<file path="config.mk">
export PLATFORM = sky130hd
export DESIGN_NAME = xor_cipher_cfg_ctrl
export DESIGN_NICKNAME = d
export VERILOG_FILES = /design/src/rtl/xor_cipher_cfg_ctrl.sv
export SDC_FILE = /design/constraint.sdc
export NUM_CORES = 1
export LEC_CHECK = 0
export ABC_AREA = 1
export CAP_MARGIN = 10
export CORE_UTILIZATION = 35
export CTS_CLUSTER_DIAMETER = 200
export DETAILED_ROUTE_END_ITERATION = 7
export GPL_TIMING_DRIVEN = 0
export HOLD_SLACK_MARGIN = 0.1
export PLACE_DENSITY = 0.68
export SYNTH_ARGS = -nofsm -noshare
export SYNTH_HDL_FRONTEND = slang
export SYNTH_SLANG_ARGS = --single-unit
</file>
<file path="constraint.sdc">
create_clock -name clk -period 4.4 [get_ports clk]
set_clock_uncertainty 0.15 [all_clocks]
set_input_delay 0.88 -clock clk [delete_from_list [all_inputs] [get_ports clk]]
set_output_delay 0.88 -clock clk [all_outputs]
set_load 0.02 [all_outputs]
</file>
<file path="src/rtl/xor_cipher_cfg_ctrl.sv">
// Configure-then-run sequencer for the dual XOR cipher: serially loads the LFSR
// config chain (capturing its old image), then enables the cipher for a bounded run.
module xor_cipher_cfg_ctrl #(
  parameter int unsigned M     = 32,
  parameter int unsigned CNT_W = 16
) (
  input  logic               clk,
  input  logic               rst_n,
  input  logic               start,
  input  logic               stop,
  input  logic [CNT_W-1:0]   run_len,
  input  logic               mux_ext_a,
  input  logic               mux_en_d,
  input  logic [M-1:0]       tx_lfsr_taps,
  input  logic [M-1:0]       tx_lfsr_state,
  input  logic [M-1:0]       rx_lfsr_taps,
  input  logic [M-1:0]       rx_lfsr_state,
  output logic               cfg_en,
  output logic               cfg_o,
  input  logic               cfg_i,
  output logic               en,
  output logic               busy,
  output logic               done,
  output logic [4*M+1:0]     readback,
  output logic [CNT_W-1:0]   cycles_run
);

  localparam int unsigned L    = 4 * M + 2;
  localparam int unsigned BC_W = $clog2(L);
  localparam logic [BC_W-1:0]  LAST_BIT = BC_W'(L - 1);
  localparam logic [CNT_W-1:0] CNT_MAX  = '1;

  typedef enum logic [2:0] {
    S_IDLE, S_LOAD, S_SHIFT, S_SETTLE, S_RUN, S_DONE
  } state_e;

  state_e           state_q, state_d;
  logic             req_q, req_d;
  logic [L-1:0]     sr_q, sr_d;
  logic [L-1:0]     readback_q, readback_d;
  logic [BC_W-1:0]  bit_cnt_q, bit_cnt_d;
  logic [CNT_W-1:0] run_len_q, run_len_d;
  logic [CNT_W-1:0] cycles_run_q, cycles_run_d;
  logic             cfg_en_q, cfg_en_d;
  logic             cfg_o_q, cfg_o_d;
  logic             en_q, en_d;
  logic             busy_q, busy_d;
  logic             done_q, done_d;
  logic             shift_last;
  logic             run_last;
  logic [L-1:0]     cfg_vec;

  assign cfg_vec    = {mux_ext_a, mux_en_d, tx_lfsr_taps, tx_lfsr_state,
                       rx_lfsr_taps, rx_lfsr_state};
  assign shift_last = (bit_cnt_q == LAST_BIT);
  assign run_last   = stop ||
                      ((run_len_q != '0) && (cycles_run_q == run_len_q - CNT_W'(1)));

  // State register
  always_ff @(posedge clk or negedge rst_n) begin
    if (!rst_n) state_q <= S_IDLE;
    else        state_q <= state_d;
  end

  // Next-state logic; the start request is registered once, so LOAD begins one edge later
  always_comb begin
    state_d = state_q;
    case (state_q)
      S_IDLE:   if (req_q) state_d = S_LOAD;
      S_LOAD:   state_d = S_SHIFT;
      S_SHIFT:  if (shift_last) state_d = S_SETTLE;
      S_SETTLE: state_d = S_RUN;
      S_RUN:    if (run_last) state_d = S_DONE;
      S_DONE:   state_d = S_IDLE;
      default:  state_d = S_IDLE;
    endcase
  end

  // Datapath and output next values; outputs decode the next state so they are registered
  always_comb begin
    req_d        = (state_q == S_IDLE) && !req_q && start;
    sr_d         = sr_q;
    readback_d   = readback_q;
    bit_cnt_d    = bit_cnt_q;
    run_len_d    = run_len_q;
    cycles_run_d = cycles_run_q;
    case (state_q)
      S_LOAD: begin
        sr_d         = cfg_vec;
        run_len_d    = run_len;
        cycles_run_d = '0;
        bit_cnt_d    = '0;
      end
      S_SHIFT: begin
        sr_d      = {cfg_i, sr_q[L-1:1]};
        bit_cnt_d = bit_cnt_q + BC_W'(1);
        if (shift_last) readback_d = sr_d;
      end
      S_RUN: begin
        if (cycles_run_q != CNT_MAX) cycles_run_d = cycles_run_q + CNT_W'(1);
      end
      default: ;
    endcase
    cfg_en_d = (state_d == S_SHIFT);
    cfg_o_d  = cfg_en_d & sr_d[0];
    en_d     = (state_d == S_RUN);
    busy_d   = (state_d != S_IDLE);
    done_d   = (state_d == S_DONE);
  end

  always_ff @(posedge clk or negedge rst_n) begin
    if (!rst_n) begin
      req_q        <= 1'b0;
      sr_q         <= '0;
      readback_q   <= '0;
      bit_cnt_q    <= '0;
      run_len_q    <= '0;
      cycles_run_q <= '0;
      cfg_en_q     <= 1'b0;
      cfg_o_q      <= 1'b0;
      en_q         <= 1'b0;
      busy_q       <= 1'b0;
      done_q       <= 1'b0;
    end else begin
      req_q        <= req_d;
      sr_q         <= sr_d;
      readback_q   <= readback_d;
      bit_cnt_q    <= bit_cnt_d;
      run_len_q    <= run_len_d;
      cycles_run_q <= cycles_run_d;
      cfg_en_q     <= cfg_en_d;
      cfg_o_q      <= cfg_o_d;
      en_q         <= en_d;
      busy_q       <= busy_d;
      done_q       <= done_d;
    end
  end

  assign cfg_en     = cfg_en_q;
  assign cfg_o      = cfg_o_q;
  assign en         = en_q;
  assign busy       = busy_q;
  assign done       = done_q;
  assign readback   = readback_q;
  assign cycles_run = cycles_run_q;

endmodule

</file>
==> results.json <==
{
  "maximum_achievable_frequency_ghz": 0.3365,
  "finalHoldWorstSlack_ps": 256.4,
  "synthesized_cell_area_um2": 12940,
  "critPathArrivalTime_ps": 3220,
  "antenna_cells": 0,
  "post_cts_resized": 0,
  "core_area_um2": 36520,
  "place_worst_setup_slack_ps": 1359,
  "ys_seq_area_share_pct": 59.74,
  "initial_utilization_pct": 35.44,
  "portBuffers": 301,
  "synthArstFlopShare_pct": 100.0,
  "synthTopCellsByCount": "nand2_1, dfrtp_1, inv_1",
  "routability_congestion_estimate_from_global_placement": 0.8806,
  "met3_wirelength_from_detailed_routing_um": 2635,
  "final_core_utilization_pct": 48.76,
  "p_total_mw": 6.321,
  "worst-endpoint-required_ps": 4640,
  "leakage_nw": 7.856,
  "drt_iter0_drc": 674,
  "drc": 0,
  "cts_root_buffer": "clkbuf_16",
  "postCtsSetupBuffers": 0,
  "vdd_ir_drop_max_v": 0.0002640,
  "cts.hold.buffers_added": 0,
  "cap_viol_max_count": 0,
  "ant_nets": 0,
  "syn_area_per_cell_um2": 9.399,
  "timing.final.setup_violations": 0,
  "synth_area_leaders": "dfrtp_1, nand2_1, o221ai_1, o21ai_0, inv_1",
  "global_route.overflow_total": 0,
  "die_x_um": 194.3,
  "grt_start_max_net_pins": 115,
  "cts.clk_slew.worst_paths_ps": 60,
  "timing.final.max_slew_violations": 0,
  "timing.rr.start": "state_q[2]",
  "layout-area-overhead-vs-synth_pct": 37.59,
  "worstHoldPathType": "primary input to asynchronous set/reset pin",
  "via_count_of_the_first_global_routing_pass": 10970,
  "finalCritPeriodShare_pct": 67.53,
  "synth_most_common_cell": "nand2_1",
  "routed.top_layer": "met4",
  "cts_buffers": 35,
  "final_cell_count_no_fill": 2210,
  "r2r-end": "readback[91]",
  "drt_pass1_iterations": 5,
  "io_pins": 302,
  "hpwlAfterDp_um": 27000,
  "placement_rows": 70,
  "postSynth.topFlopCell": "dfrtp_1",
  "cts.sink_count": 309,
  "synth_warnings": 0,
  "dieArea_um2": 37750,
  "postRouteWirelength_um": 37600,
  "final-hold-violation-count": 0,
  "finish.net_count": 1872,
  "synth_top_area_cell": "dfrtp_1",
  "total_met2_wirelength_after_detailed_routing_um": 17510,
  "clockBufferDepth": 3,
  "synth_net_count": 1532,
  "drive_gt1_share_pct": 5.913,
  "run_status": "finished, final reports clean",
  "synthDistinctLibCells": 39,
  "synth-edff-count": 0,
  "route.detailed.wl_per_inst_um": 17.01,
  "netlist.area_leader.share_pct": 59.74,
  "layout_setup_ws_ps": 1429,
  "slew_headroom_pct": 30.40,
  "end_kind": "register",
  "yosys_register_bits": 309,
  "placedCellCount": 2148,
  "final_period_minus_worst_setup_slack_ps": 2971,
  "via_per_inst": 5.016,
  "vias": 11090,
  "cellPowerDensity_nw_per_um2": 354.9,
  "grt_antenna_before_repair": 0,
  "rsz0062_at_grt": "no",
  "cts_tree": "built",
  "worstSetupStartpointType": "register",
  "critPathKind": "register to register",
  "insertion_delay_ps": 540,
  "crit_fanout": 10,
  "overall_fraction_of_global_route_tracks_in_use_pct": 20.00,
  "die_y_um": 194.3,
  "first_pass_grt_wire_length_um": 59620,
  "ff2ff_path_depth": 8,
  "clock_tree.htree_level_count": 2,
  "wl_met1_um": 16400,
  "synth_cells": 1377,
  "worst-slew-pin-transition_ps": 1044,
  "worst-r2r-setup-slack_ps": 1430
}
## sequential cells by signal, summed over array words and instances (netlist names)
signal and flops:
busy 1, cfg_o 1, run_len_q 16, req_q 1, cycles_run 16, bit_cnt_q 8, cfg_en 1, en 1
done 1, state_q 3, sr_q 130, readback 130
## report_power, final
| group | internal, mW | total [mW] | switching [mW] |
|---|---|---|---|
| Sequential | 2.91 | 2.93 | 0.0243 |
| Combinational | 0.184 | 0.352 | 0.168 |
| Clock | 1.84 | 3.03 | 1.19 |
| Total | 4.93 | 6.32 | 1.39 |
## cells by family after synthesis
family	after synthesis	synth area share [%]
AND/OR/NAND/NOR	490	15.44
flip-flops	309	59.74
XOR/XNOR	16	1.189
adder cells (fa/ha/maj)	4	0.3867
buffers and inverters	255	7.608
AO/OA/AOI/OAI	303	15.63
## how the worst max path moves through the flow
stage	slack [ps]	startpoint	endpoint
after floorplan	2380	cycles_run[0]	cycles_run[11]
after global routing	1210	state_q[2]	readback[106]
after CTS	1340	state_q[2]	readback[90]
after global placement	-10950	rst_n	sr_q[24]
final	1430	state_q[2]	readback[91]
after detailed placement	1360	state_q[2]	readback[43]
## layout by cell type (no fill, tap or decap), types with 24 or more instances in the layout
master and instances:
nand2_1 380, dfrtp_1 309, clkdlybuf4s50_1 300, inv_1 174
o21ai_0 143, o221ai_1 129, clkbuf_1 58, nor2_1 43
clkbuf_16 36, nand3_1 24
## critical path: stages (launching register included)
cell	delay (ps)
dfrtp_1	420
inv_2	100
nand3_2	370
inv_2	250
nand4_2	490
clkbuf_1	540
buf_2	330
nand2_1	80
o21ai_0	80
## metrics by stage
| step | instance area, µm² | setup TNS (ps) |
|---|---|---|
| floorplan | 12940 | 0 |
| global placement | 16540 | -3374020 |
| global route | 17810 | 0 |
| CTS | 17810 | 0 |
| finish | 17810 | 0 |
| detailed placement | 16600 | 0 |
## layer usage
metal | vias to the layer above | global-route usage, %
met2 | 351 | 31.85
li1 | 5275 | -
met5 | - | 0
met4 | 0 | 6.908
met1 | 5397 | 26.44
met3 | 62 | 5.154
## layout make-up
cell class	instances	area, µm²
well taps	468	585.6
repair buffers	303	3073
clock buffers	51	1047
fillers	3457	18720
clock inverters	11	158.9
multi-input cells	813	4225
flip-flops and latches	309	7732
plain buffers	75	309.0
inverters	180	675.6
No activity file was read; power rests on OpenSTA's default activity.
